===== config.mk =====
export PLATFORM = sky130hd
export DESIGN_NAME = micro_keyed_xform
export DESIGN_NICKNAME = d
export VERILOG_FILES = /design/src/rtl/micro_pkg.sv /design/src/rtl/micro_lfsr.sv /design/src/rtl/micro_keyed_xform.sv
export SDC_FILE = /design/constraint.sdc
export NUM_CORES = 1
export LEC_CHECK = 0
export CORE_MARGIN = 1.5
export CORE_UTILIZATION = 49
export CTS_CLUSTER_DIAMETER = 60
export CTS_CLUSTER_SIZE = 28
export DETAILED_ROUTE_END_ITERATION = 16
export HOLD_SLACK_MARGIN = 0.08
export PLACE_DENSITY_LB_ADDON = 0.12
export SKIP_CTS_REPAIR_TIMING = 1
export SLEW_MARGIN = 10
export SYNTH_ARGS = -nofsm -noshare
export SYNTH_HDL_FRONTEND = slang
export SYNTH_SLANG_ARGS = --single-unit

===== constraint.sdc =====
create_clock -name clk -period 2 [get_ports clk]
set_input_delay 0.4 -clock clk [delete_from_list [all_inputs] [get_ports clk]]
set_output_delay 0.4 -clock clk [all_outputs]
set_load 0.05 [all_outputs]

===== src/rtl/micro_pkg.sv =====
// Shared definitions for the keyed micro-tile transform.
//   mode_e           : per-word transform selector carried on the 2-bit mode port
//   KEY_RESET_DEF    : default key / keystream seed after reset
//   TAPS_DEF         : default Galois LFSR feedback mask
package micro_pkg;

  typedef enum logic [1:0] {
    MODE_XOR  = 2'd0,
    MODE_ADD  = 2'd1,
    MODE_LFSR = 2'd2,
    MODE_BYP  = 2'd3
  } mode_e;

  localparam logic [7:0] KEY_RESET_DEF = 8'h42;
  localparam logic [7:0] TAPS_DEF      = 8'hB8;

endpackage


===== src/rtl/micro_lfsr.sv =====
// Galois right-shift LFSR used as the keystream source.
//   clk, rst  : clock, asynchronous active-high reset (state -> SEED, or 1 if SEED is 0)
//   load      : replace state with load_val (zero forced to 1); wins over advance
//   load_val  : new seed
//   advance   : step the register once
//   state     : current keystream value
module micro_lfsr #(
  parameter int unsigned      WIDTH = 8,
  parameter logic [WIDTH-1:0] TAPS  = WIDTH'(micro_pkg::TAPS_DEF),
  parameter logic [WIDTH-1:0] SEED  = WIDTH'(micro_pkg::KEY_RESET_DEF)
) (
  input  logic             clk,
  input  logic             rst,
  input  logic             load,
  input  logic [WIDTH-1:0] load_val,
  input  logic             advance,
  output logic [WIDTH-1:0] state
);

  // An all-zero state would lock the register, so zero seeds become 1.
  function automatic logic [WIDTH-1:0] nonzero_seed(input logic [WIDTH-1:0] v);
    return (v == '0) ? WIDTH'(1) : v;
  endfunction

  logic [WIDTH-1:0] state_q, state_d;

  always_comb begin
    state_d = state_q;
    if (load) begin
      state_d = nonzero_seed(load_val);
    end else if (advance) begin
      state_d = (state_q >> 1) ^ (state_q[0] ? TAPS : '0);
    end
  end

  always_ff @(posedge clk or posedge rst) begin
    if (rst) begin
      state_q <= nonzero_seed(SEED);
    end else begin
      state_q <= state_d;
    end
  end

  assign state = state_q;

endmodule


===== src/rtl/micro_keyed_xform.sv =====
// Keyed word transform behind a DEPTH-stage valid-tagged pipeline.
//   clk, rst    : clock, asynchronous active-high reset
//   in_valid    : in_data carries a word to transform this cycle
//   in_data     : data word, or new key when key_load=1
//   key_load    : load in_data as key and LFSR seed; drops a coincident in_valid
//   mode        : 0=XOR key, 1=ADD key, 2=XOR LFSR keystream, 3=bypass
//   out_valid   : one-cycle pulse per transformed word
//   out_data    : last transformed word (held between pulses)
//   lfsr_state  : current keystream value
module micro_keyed_xform
  import micro_pkg::*;
#(
  parameter int unsigned      WIDTH     = 8,
  parameter int unsigned      DEPTH     = 2,
  parameter logic [WIDTH-1:0] KEY_RESET = WIDTH'(KEY_RESET_DEF),
  parameter logic [WIDTH-1:0] TAPS      = WIDTH'(TAPS_DEF)
) (
  input  logic             clk,
  input  logic             rst,
  input  logic             in_valid,
  input  logic [WIDTH-1:0] in_data,
  input  logic             key_load,
  input  logic [1:0]       mode,
  output logic             out_valid,
  output logic [WIDTH-1:0] out_data,
  output logic [WIDTH-1:0] lfsr_state
);

  logic             accept;
  mode_e            mode_sel;
  logic [WIDTH-1:0] key_q, key_d;

  logic [WIDTH-1:0] stg_data_q  [DEPTH];
  logic [WIDTH-1:0] stg_data_d  [DEPTH];
  logic             stg_valid_q [DEPTH];
  logic             stg_valid_d [DEPTH];

  assign accept   = in_valid & ~key_load;
  assign mode_sel = mode_e'(mode);

  function automatic logic [WIDTH-1:0] xform(input mode_e            m,
                                             input logic [WIDTH-1:0] d,
                                             input logic [WIDTH-1:0] k,
                                             input logic [WIDTH-1:0] s);
    logic [WIDTH-1:0] r;
    case (m)
      MODE_XOR:  r = d ^ k;
      MODE_ADD:  r = d + k;
      MODE_LFSR: r = d ^ s;
      default:   r = d;
    endcase
    return r;
  endfunction

  micro_lfsr #(
    .WIDTH (WIDTH),
    .TAPS  (TAPS),
    .SEED  (KEY_RESET)
  ) u_lfsr (
    .clk      (clk),
    .rst      (rst),
    .load     (key_load),
    .load_val (in_data),
    .advance  (accept && (mode_sel == MODE_LFSR)),
    .state    (lfsr_state)
  );

  always_comb begin
    key_d = key_load ? in_data : key_q;
  end

  // Each stage loads only when a valid word arrives, so the final stage
  // naturally holds the last result between pulses without an extra register.
  always_comb begin
    stg_valid_d[0] = accept;
    stg_data_d[0]  = accept ? xform(mode_sel, in_data, key_q, lfsr_state) : stg_data_q[0];
    for (int unsigned k = 1; k < DEPTH; k++) begin
      stg_valid_d[k] = stg_valid_q[k-1];
      stg_data_d[k]  = stg_valid_q[k-1] ? stg_data_q[k-1] : stg_data_q[k];
    end
  end

  always_ff @(posedge clk or posedge rst) begin
    if (rst) begin
      key_q <= KEY_RESET;
      for (int unsigned k = 0; k < DEPTH; k++) begin
        stg_valid_q[k] <= 1'b0;
        stg_data_q[k]  <= '0;
      end
    end else begin
      key_q <= key_d;
      for (int unsigned k = 0; k < DEPTH; k++) begin
        stg_valid_q[k] <= stg_valid_d[k];
        stg_data_q[k]  <= stg_data_d[k];
      end
    end
  end

  assign out_valid = stg_valid_q[DEPTH-1];
  assign out_data  = stg_data_q[DEPTH-1];

endmodule


==> results.py, run 1 <==
metrics = {
    "yosys": {
        "synth_common_cells": "dfrtp_1 (30), o21ai_0 (29), a21oi_1 (16)",
        "yosys_warnings": 0,
        "yosysTopAreaCell": "dfrtp_1",
        "synth_top_area_frac": 0.367,
        "syn_inst": 218,
        "yosysMostFrequentCell": "dfrtp_1",
        "synth_area_per_cell_um2": 9.40,
        "synth-edff-count": 0,
        "ys_types": 48,
        "yosysSeqAreaShare": 0.418,
        "synth_nets": 240,
        "yosys_most_used_dff": "dfrtp_1",
        "synth.area.top_cells": "dfrtp_1 (37%), o21ai_0 (7.1%), mux2_2 (5.5%)",
        "netlist_area_um2": 2050,
        "ys_ff_latch": 34,
        "async_flop_share": 1.00,
    },
    "pwr": {
        "power.leakage_nw": 1.18,
        "p_total_mw": 2.21,
        "ir_drop_v": 0.000428,
        "powerDensity_nw_per_um2": 833,
    },
    "sta": {
        "whs_ns": 0.475,
        "maxSlewViolCount": 0,
        "hold_viol_final": 0,
        "rsz0062_at_grt": "true",
        "post-route-period-util": 1.01,
        "setup_ws_ns": -0.0257,
        "finClkSkew_ns": 0.00840,
        "period_needed_ns": 2.03,
        "finalSetupViolCount": 1,
        "worst_slew_pin_slew_ns": 0.503,
        "final.setup.tns_ns": -0.0257,
        "fmax_mhz": 494,
        "relSlewSlack": 0.664,
    },
    "floorplanning": {
        "core_um2": 4000,
        "die_w_um": 67.7,
        "fp.dieH_um": 67.7,
        "io_pins": 31,
        "placementRows": 23,
        "start_util": 0.512,
        "dieArea_um2": 4580,
    },
    "layout": {
        "layout.nets": 285,
        "post-route-util": 0.663,
        "layout-drive-gt1-share": 0.258,
        "syn2layout_area_growth_pct": 29.4,
        "antenna_cells": 0,
        "nFillCells": 345,
    },
    "grt": {
        "grt.overflow.total": 0,
        "gr-usage-met1": 0.305,
        "grt_pass1_vias": 1771,
        "met3_usage": 0.0433,
        "antenna_found_initial": 0,
        "gr-max-usage-layer": "met2",
        "grt_usage": 0.233,
        "grt_pass1_wl_um": 7930,
        "use_met2": 0.379,
        "grt_max_degree": 35,
    },
    "placement": {
        "io_buffers": 30,
        "globalplace.congestion": 0.841,
        "dp_hpwl_um": 3510,
    },
    "run_status": {
        "violations": "setup timing",
        "status": "complete, but fails checks",
    },
    "cts": {
        "numCtsBuffers": 5,
        "cts_tree": "built",
        "clockBufferDepth": 2,
        "clk_pin_slew_ns": 0.07,
        "cts-root-buf": "clkbuf_8",
        "clock_latency_ns": 0.29,
        "h-tree-depth": 2,
        "cts_sinks": 34,
    },
    "critical_path": {
        "end_kind": "flop",
        "critical_path_class": "flop to flop",
        "path_max_fanout": 3,
        "crit_arrival_ns": 2.19,
        "start_kind": "flop",
        "cp_data_required_time_ns": 2.16,
    },
    "route": {
        "drc": 0,
        "ant_nets": 0,
        "vias": 1746,
        "routed_via_density": 5.56,
        "drtPass1Iterations": 4,
        "wire_per_inst_um": 15.2,
        "wl_um": 4770,
        "drtIter0Drc": 69,
    },
    "run": {
        "maxCapViolCount": 0,
    },
    "worst_hold_path": {
        "hp-class": "flop to flop",
    },
}
-- worst paths after layout --
| check | from | endpoint | slack, ns | depth (start not counted) |
|---|---|---|---|---|
| setup reg to reg | key_q[0]$_DFFE_PP0P_ | stg_data_q[14]$_DFFE_PP0P_ | -0.03 | 8 |
| hold / removal | stg_data_q[9]$_DFFE_PP0P_ | stg_data_q[9]$_DFFE_PP0P_ | 0.48 | 2 |
| setup / recovery | key_q[0]$_DFFE_PP0P_ | stg_data_q[14]$_DFFE_PP0P_ | -0.03 | 8 |
| max in group asynchronous | rst | u_lfsr.state[6]$_DFFE_PP1P_ | 1.14 | 3 |
| hold reg to reg | stg_data_q[9]$_DFFE_PP0P_ | stg_data_q[9]$_DFFE_PP0P_ | 0.48 | 2 |
| min in group asynchronous | rst | key_q[2]$_DFFE_PP0P_ | 0.52 | 3 |
-- layer usage --
layer | part of all wire | vias to the layer above
li1 | - | 854
met4 | 0.018 | 0
met5 | 0 | -
met2 | 0.48 | 43
met3 | 0.034 | 11
met1 | 0.47 | 838
-- state kept, by name, indices dropped and copies added (netlist names) --
signal,count
out_valid,1
stg_data_q,8
key_q,8
stg_valid_d,1
u_lfsr.state,8
out_data,8
-- cell usage in the layout (no fill, tap or decap), types with 2 or more instances in the layout --
cell	count
inv_1	11
ha_1	4
o21a_1	2
buf_4	30
nor3b_1	3
dfrtp_1	30
nor3_1	3
nor4_1	3
xor2_1	5
dlymetal6s2s_1	3
inv_2	2
nor2_1	9
a211oi_2	2
a21oi_1	15
nand3_1	2
dfstp_2	4
nand2b_1	5
clkbuf_8	6
ha_4	2
o22a_1	2
xnor2_1	4
a31oi_1	5
o221ai_1	2
or2_2	2
mux2i_1	5
or3_1	2
clkdlybuf4s50_1	22
mux2_2	10
nand2_1	14
o21ai_0	29
-- worst max-delay path, stage by stage, from the launching register on --
cell	delay [ns]
dfrtp_1	0.37
ha_2	0.21
inv_2	0.05
fa_2	0.40
nor2b_2	0.14
o31a_1	0.18
o22ai_2	0.08
and4b_1	0.18
or3_1	0.30
-- cell type report --
cell class	count	area, um2	share of cell area
clock buffer	7	86.3	0.0326
timing repair buffer	56	503	0.190
multi-input combinational	152	1090	0.410
inverter	14	52.6	0.0198
tap	50	62.6	0.0236
clock inverter	1	5.00	0.00189
sequential	34	856	0.323
-- cells by family (layout without fill, tap and decap cells) --
| group | Yosys count | count (layout) | synth area share |
|---|---|---|---|
| compound gates | 69 | 69 | 0.201 |
| xor+xnor | 9 | 9 | 0.0385 |
| fa+ha+maj | 8 | 8 | 0.0525 |
| simple gates | 51 | 51 | 0.133 |
| flops | 34 | 34 | 0.418 |
| mux | 15 | 15 | 0.0794 |
| buf+inv | 32 | 78 | 0.0776 |
-- metrics by stage --
step	instance area [um2]	std cells	setup slack [ns]
3_5_place_dp	2480	304	-0.670
5_1_grt	2650	314	-0.0829
6_report	2650	314	-0.0257
2_1_floorplan	2050	218	0.0633
4_1_cts	2580	312	-0.370
3_3_place_gp	2480	304	-0.605
-- power by group --
group | leakage [nW] | internal [mW] | total, mW | switching (mW)
Sequential | 0.398 | 0.799 | 0.878 | 0.0788
Combinational | 0.735 | 0.346 | 0.811 | 0.465
Clock | 0.0482 | 0.277 | 0.520 | 0.242
Total | 1.18 | 1.42 | 2.21 | 0.786
Note: power is estimated with default switching activity, not from simulation.
==> run 2: changes to the inputs <==
ABC_CLOCK_PERIOD_IN_PS = 2000   (was unset)
==> results of run 2 <==
No change in the layout: final DEF, timing and power equal those of run 1.
